===== src/rtl/rv32_pkg.sv =====
// Shared RV32 execute-stage definitions: ALU/divider select encodings, XLEN and
// the divider FSM state encoding.
package rv32_pkg;

  localparam int XLEN = 32;

  localparam logic [1:0] DIVSEL_DIV  = 2'd0;
  localparam logic [1:0] DIVSEL_DIVU = 2'd1;
  localparam logic [1:0] DIVSEL_REM  = 2'd2;
  localparam logic [1:0] DIVSEL_REMU = 2'd3;

  localparam logic [3:0] ALUSEL_ADD  = 4'd0;
  localparam logic [3:0] ALUSEL_SUB  = 4'd1;
  localparam logic [3:0] ALUSEL_SLL  = 4'd2;
  localparam logic [3:0] ALUSEL_SLT  = 4'd3;
  localparam logic [3:0] ALUSEL_SLTU = 4'd4;
  localparam logic [3:0] ALUSEL_XOR  = 4'd5;
  localparam logic [3:0] ALUSEL_SRL  = 4'd6;
  localparam logic [3:0] ALUSEL_SRA  = 4'd7;
  localparam logic [3:0] ALUSEL_OR   = 4'd8;
  localparam logic [3:0] ALUSEL_AND  = 4'd9;

  localparam logic [1:0] DIV_IDLE = 2'd0;
  localparam logic [1:0] DIV_RUN  = 2'd1;
  localparam logic [1:0] DIV_DONE = 2'd2;

  function automatic logic is_signed_op(input logic [1:0] sel);
    return (sel == DIVSEL_DIV) || (sel == DIVSEL_REM);
  endfunction

  function automatic logic is_rem_op(input logic [1:0] sel);
    return (sel == DIVSEL_REM) || (sel == DIVSEL_REMU);
  endfunction

endpackage


===== src/rtl/div_step.sv =====
// One combinational restoring-division step: shift in the next dividend bit and
// subtract the divisor when it fits.
module div_step #(
  parameter int W = 32
) (
  input  logic [W-1:0] rem_in,
  input  logic         dvd_bit,
  input  logic [W-1:0] dvs,
  output logic [W-1:0] rem_out,
  output logic         q_bit
);

  logic [W:0]   shifted;
  logic [W-1:0] diff;

  // Compare at W+1 bits so a divisor with its MSB set is handled correctly.
  always_comb begin
    shifted = {rem_in, dvd_bit};
    diff    = shifted[W-1:0] - dvs;
    q_bit   = (shifted >= {1'b0, dvs});
    rem_out = q_bit ? diff : shifted[W-1:0];
  end

endmodule


===== src/rtl/div_unit.sv =====
// Iterative radix-2 restoring divider for DIV/DIVU/REM/REMU.
// Optional `DIV_FAST_PATH_EN: divide-by-zero and signed overflow skip the iteration.
module div_unit #(
  parameter int XLEN  = 32,
  parameter int CNT_W = $clog2(XLEN) + 1
) (
  input  logic            clk,
  input  logic            rst,
  input  logic            start,
  input  logic [XLEN-1:0] A,
  input  logic [XLEN-1:0] B,
  input  logic [1:0]      DivSel,
  output logic            busy,
  output logic            done,
  output logic [XLEN-1:0] result
);
  import rv32_pkg::*;

  localparam logic [CNT_W-1:0] LAST_STEP = CNT_W'(XLEN - 1);
  localparam logic [XLEN-1:0]  INT_MIN   = {1'b1, {(XLEN-1){1'b0}}};

  logic [1:0]       state;
  logic [CNT_W-1:0] cnt;
  logic [XLEN-1:0]  dvd, dvs, rem, quot, a_raw;
  logic [1:0]       op;
  logic             sign_q, sign_r, div0, ovf;

  logic             s_op, in_div0, in_ovf;
  logic [XLEN-1:0]  a_mag, b_mag;
  logic [XLEN-1:0]  rem_next, quot_next;
  logic             q_bit;

  // Special cases override the iterated values so both builds agree bit for bit.
  function automatic logic [XLEN-1:0] fix_result(
    input logic rem_op, input logic sq, input logic sr, input logic z, input logic o,
    input logic [XLEN-1:0] q, input logic [XLEN-1:0] r, input logic [XLEN-1:0] a);
    logic [XLEN-1:0] res;
    if (z)           res = rem_op ? a : {XLEN{1'b1}};
    else if (o)      res = rem_op ? '0 : INT_MIN;
    else if (rem_op) res = sr ? -r : r;
    else             res = sq ? -q : q;
    return res;
  endfunction

  always_comb begin
    s_op    = is_signed_op(DivSel);
    a_mag   = (s_op && A[XLEN-1]) ? -A : A;
    b_mag   = (s_op && B[XLEN-1]) ? -B : B;
    in_div0 = (B == '0);
    in_ovf  = s_op && (A == INT_MIN) && (B == {XLEN{1'b1}});
  end

  div_step #(.W(XLEN)) u_step (
    .rem_in  (rem),
    .dvd_bit (dvd[XLEN-1]),
    .dvs     (dvs),
    .rem_out (rem_next),
    .q_bit   (q_bit)
  );

  assign quot_next = {quot[XLEN-2:0], q_bit};
  assign busy      = (state == DIV_RUN);
  assign done      = (state == DIV_DONE);

  always_ff @(posedge clk or posedge rst) begin
    if (rst) begin
      state  <= DIV_IDLE;
      cnt    <= '0;
      dvd    <= '0;
      dvs    <= '0;
      rem    <= '0;
      quot   <= '0;
      a_raw  <= '0;
      op     <= '0;
      sign_q <= 1'b0;
      sign_r <= 1'b0;
      div0   <= 1'b0;
      ovf    <= 1'b0;
      result <= '0;
    end else begin
      case (state)
        DIV_IDLE: begin
          if (start) begin
            op     <= DivSel;
            sign_q <= s_op && (A[XLEN-1] ^ B[XLEN-1]);
            sign_r <= s_op && A[XLEN-1];
            div0   <= in_div0;
            ovf    <= in_ovf;
            a_raw  <= A;
            dvd    <= a_mag;
            dvs    <= b_mag;
            rem    <= '0;
            quot   <= '0;
            cnt    <= '0;
`ifdef DIV_FAST_PATH_EN
            if (in_div0 || in_ovf) begin
              result <= fix_result(is_rem_op(DivSel), 1'b0, 1'b0, in_div0, in_ovf,
                                   '0, '0, A);
              state  <= DIV_DONE;
            end else begin
              state  <= DIV_RUN;
            end
`else
            state  <= DIV_RUN;
`endif
          end
        end
        DIV_RUN: begin
          rem  <= rem_next;
          quot <= quot_next;
          dvd  <= {dvd[XLEN-2:0], 1'b0};
          cnt  <= cnt + CNT_W'(1);
          // Result is registered on the final step so it is valid while done is high.
          if (cnt == LAST_STEP) begin
            result <= fix_result(is_rem_op(op), sign_q, sign_r, div0, ovf,
                                 quot_next, rem_next, a_raw);
            state  <= DIV_DONE;
          end
        end
        DIV_DONE: state <= DIV_IDLE;
        default:  state <= DIV_IDLE;
      endcase
    end
  end

endmodule


===== config.mk =====
export PLATFORM = sky130hd
export DESIGN_NAME = div_unit
export DESIGN_NICKNAME = d
export VERILOG_FILES = /design/src/rtl/rv32_pkg.sv /design/src/rtl/div_step.sv /design/src/rtl/div_unit.sv
export SDC_FILE = /design/constraint.sdc
export NUM_CORES = 1
export LEC_CHECK = 0
export BUFFER_PORTS_ARGS = -buffer_cell sky130_fd_sc_hd__buf_2
export CAP_MARGIN = 20
export CELL_PAD_IN_SITES_DETAIL_PLACEMENT = 1
export CELL_PAD_IN_SITES_GLOBAL_PLACEMENT = 1
export CORE_UTILIZATION = 47
export CTS_CLUSTER_DIAMETER = 200
export DETAILED_ROUTE_END_ITERATION = 7
export GPL_ROUTABILITY_DRIVEN = 0
export GPL_TIMING_DRIVEN = 0
export HOLD_SLACK_MARGIN = 0.12
export PLACE_DENSITY_LB_ADDON = 0.1
export SLEW_MARGIN = 25
export SYNTH_ARGS = -nofsm -noshare
export SYNTH_HDL_FRONTEND = slang
export SYNTH_HIERARCHICAL = 1
export SYNTH_SLANG_ARGS = --single-unit

===== constraint.sdc =====
create_clock -name clk -period 9.7 [get_ports clk]
set_clock_uncertainty 0.1 [all_clocks]
set_input_delay 2.425 -clock clk [delete_from_list [all_inputs] [get_ports clk]]
set_output_delay 2.425 -clock clk [all_outputs]
set_load 0.05 [all_outputs]

==> results by group <==
Worst setup path
  • Worst reg2reg path endpoint: result[19]$_DFFE_PP0P_
  • Startpoint Class: register
  • CP Buf/Inv Count: 3
  • Cell depth of the worst flop-to-flop path: 17
  • Critical R2R Launch: dvs[27]$_DFFE_PP0P_
  • Arrival @ worst endpoint: 6310 ps
  • Kind of critical path: register to register
  • Delay-heaviest family, CP: simple AND/OR/NAND/NOR gates
  • CP Launch Point: dvs[27]$_DFFE_PP0P_
  • Crit path depth: 17
  • Reg2Reg Setup Slack: around 3700 ps
  • CP max-delay cell: a2111oi_0
  • Setup crit end: result[19]$_DFFE_PP0P_
  • WP data required: 9990 ps
  • Worst-path cell chain: inv_1 -> ha_1 -> clkbuf_1 -> nand4_1 -> or3_1 -> nor4_2 -> nor4_1 -> o21ai_1 -> o32ai_4 -> buf_6 -> mux2_1 -> nor4_2 -> nand4_1 -> o31ai_1 -> xnor2_1 -> a2111oi_0 -> nor2_1
  • Delay of the slowest critical-path stage: 700 ps
  • CP max FO: 10
  • CP Capture Type: register

Clock network
  • Max Buffers Root-to-Sink: 3
  • Clk pin slew, worst setup/hold paths: 60 ps
  • CTS resizes: 0
  • H-Tree Depth: 1
  • Hold_buf cts: 0
  • CTS root buf: clkbuf_16
  • Worst skew pair latency: 540 ps
  • Setup bufs post-CTS: 0
  • CTS tree: built
  • Num CTS Buffers: 24
  • Clk sinks: 204

Logic synthesis
  • Synth async-reset ratio: 1.00
  • Leading area contributor after synthesis: dfrtp_1
  • Yosys cell types: 83
  • Main area contributors after synthesis: dfrtp_1 (38%), nand2_1 (6.1%), o21ai_0 (4.9%), xnor2_1 (4.6%), xor2_1 (4.0%)
  • Top FF cell, synth: dfrtp_1
  • Top cell type's share of synthesized area: 0.379
  • Netlist Area Pre-Place: 13,500 µm²
  • Seq/Total Area, Yosys: 0.379
  • FF+latch count, synth: 204
  • Net Count, Synth: 1,658
  • Syn avg cell area: 8.68 µm²
  • Number of flops mapped to enable cells by yosys: 0
  • Mapped Cells: 1,550
  • Synth warnings: 6

STA
  • RSZ-0062 raised after global routing: no
  • Final setup viols: 0
  • Fmax: roughly 170 MHz
  • Max-slew violations: 0
  • Period utilization: 0.621
  • Post-layout min period: 6030 ps
  • Max_slew headroom: 0.440
  • Slew @ Worst Pin: 832 ps
  • Final hold vios: 0

Job
  • MaxCap Viol Count: 0

Layout
  • Final nets: 1,788
  • Post-route insts no fill: 2,073
  • Synthesis-to-layout area growth: 14.0%
  • Commonest non-fill, non-tap cell in the layout: nand2_1
  • Share of cells above drive strength 1: 0.114
  • N_diodes: 0
  • Most frequent cells in the layout: nand2_1 (219), dfrtp_1 (204), o21ai_0 (133), buf_2 (110), nor2_1 (94)

Placement
  • # port buffers: 102
  • Cell count after placement: between 2k and 2.5k
  • Post-DP HPWL: 36,300 µm

Min path
  • Min-delay src: result[31]$_DFFE_PP0P_
  • Worst min-delay path class: register to register

Detailed routing
  • WL final: 47,700 µm
  • # DRC: 0
  • DR vias: roughly 13k
  • Vias/cell: 6.18
  • Post-route ant nets: 0
  • Routed wire length per instance: ~23 µm
  • Iter 0 DRT Violations: approximately 1.0k
  • DRT Pass-1 Iters: 5

Run status
  • Status: complete, no violations

Floorplanning
  • Die Footprint: 29,300 µm²
  • Rows: 61
  • Starting Density: 0.481
  • Die Wd: 171 µm
  • I/O pin total: a little over 100
  • Die Y: 171 µm
  • Core Box Area: 28,000 µm²

Global route
  • GR Overflow Total: 0
  • First-pass GRT wire length: 73,800 µm
  • Initial antenna violation count: 2
  • Largest net degree at the start of global routing: 88
  • Tot GR Track Use: 0.329
  • Vias in the first global route: between 10k and 15k
-- stage by stage --
stage	setup TNS [ps]	hold WS (ps)	cell area, µm²	utilization	setup slack, ps
finish	0	367	15300	0.548	3670
global route	0	393	15300	0.548	3250
CTS	0	372	15300	0.548	3780
detailed placement	0	359	14500	0.518	3860
global placement	-155470	351	14400	0.516	-794
floorplan	0	340	13500	-	1610
-- cells in the mapped netlist (all sizes together) (6+ instances only) --
| cell | n |
|---|---|
| nand2 | 219 |
| o31ai | 35 |
| a31oi | 13 |
| a21o | 14 |
| nor2 | 94 |
| a22o | 58 |
| nand3 | 22 |
| nand2b | 7 |
| nor3 | 35 |
| a22oi | 25 |
| nand4 | 20 |
| or3 | 19 |
| a221oi | 9 |
| or2 | 10 |
| nor2b | 9 |
| o211ai | 8 |
| buf | 18 |
| xor2 | 61 |
| xnor2 | 71 |
| dfrtp | 204 |
| o21ai | 143 |
| inv | 66 |
| or4 | 17 |
| o22ai | 9 |
| o41ai | 19 |
| a211oi | 6 |
| mux2i | 10 |
| mux2 | 34 |
| clkbuf | 80 |
| nor4 | 20 |
| ha | 38 |
| a21oi | 85 |
-- layer usage --
metal  up-vias  global-route usage  part of all wire  wire (µm)
met5         -                   0           0.00031         15
met4         2               0.102             0.029       1390
met3        93              0.0651             0.061       2930
met2       399               0.517              0.45      21600
met1      6436               0.456              0.46      21800
li1       5876                   -                 -          -
-- cell type report --
type                       count  area, µm²
tap                          378        473
fill                        3373      12700
timing repair buffer         104        566
clock inverter                 7        135
inverter                      66        255
sequential                   204       5100
multi-input combinational   1182       7710
clock buffer                  34        699
buffer                        98        402
-- flip-flops by register name (all words and copies together), names as in the netlist --
name and count:
state 2, op 1, dvs 32, sign_q 1, ovf 1, sign_r 1, dvd 32, cnt 6
result 32, a_raw 32, rem 32, div0 1, quot 31
-- worst min-delay path: cells and delay by family (launching register included) --
family	cells	cell delay, ps
flops	1	340
simple gates	2	90
-- logic make-up after synthesis --
group	after synthesis	share of synthesized area
AND/OR/NAND/NOR	500	0.178
multiplexers	44	0.0359
adder cells (fa/ha/maj)	39	0.0368
AO/OA/AOI/OAI	467	0.236
flip-flops	204	0.379
buffers and inverters	164	0.0482
XOR/XNOR	132	0.0859
-- worst min-delay path by stage --
stage	end	slack, ps	cells after the start
finish	result[31]$_DFFE_PP0P_	370	2
global placement	result[3]$_DFFE_PP0P_	350	2
CTS	result[31]$_DFFE_PP0P_	370	2
global route	dvs[6]$_DFFE_PP0P_	390	2
detailed placement	result[31]$_DFFE_PP0P_	360	2
floorplan	a_raw[2]$_DFFE_PP0P_	340	2
Power is not shown: default switching activity piles up to over one toggle a cycle in this logic, so the estimate is an artifact.
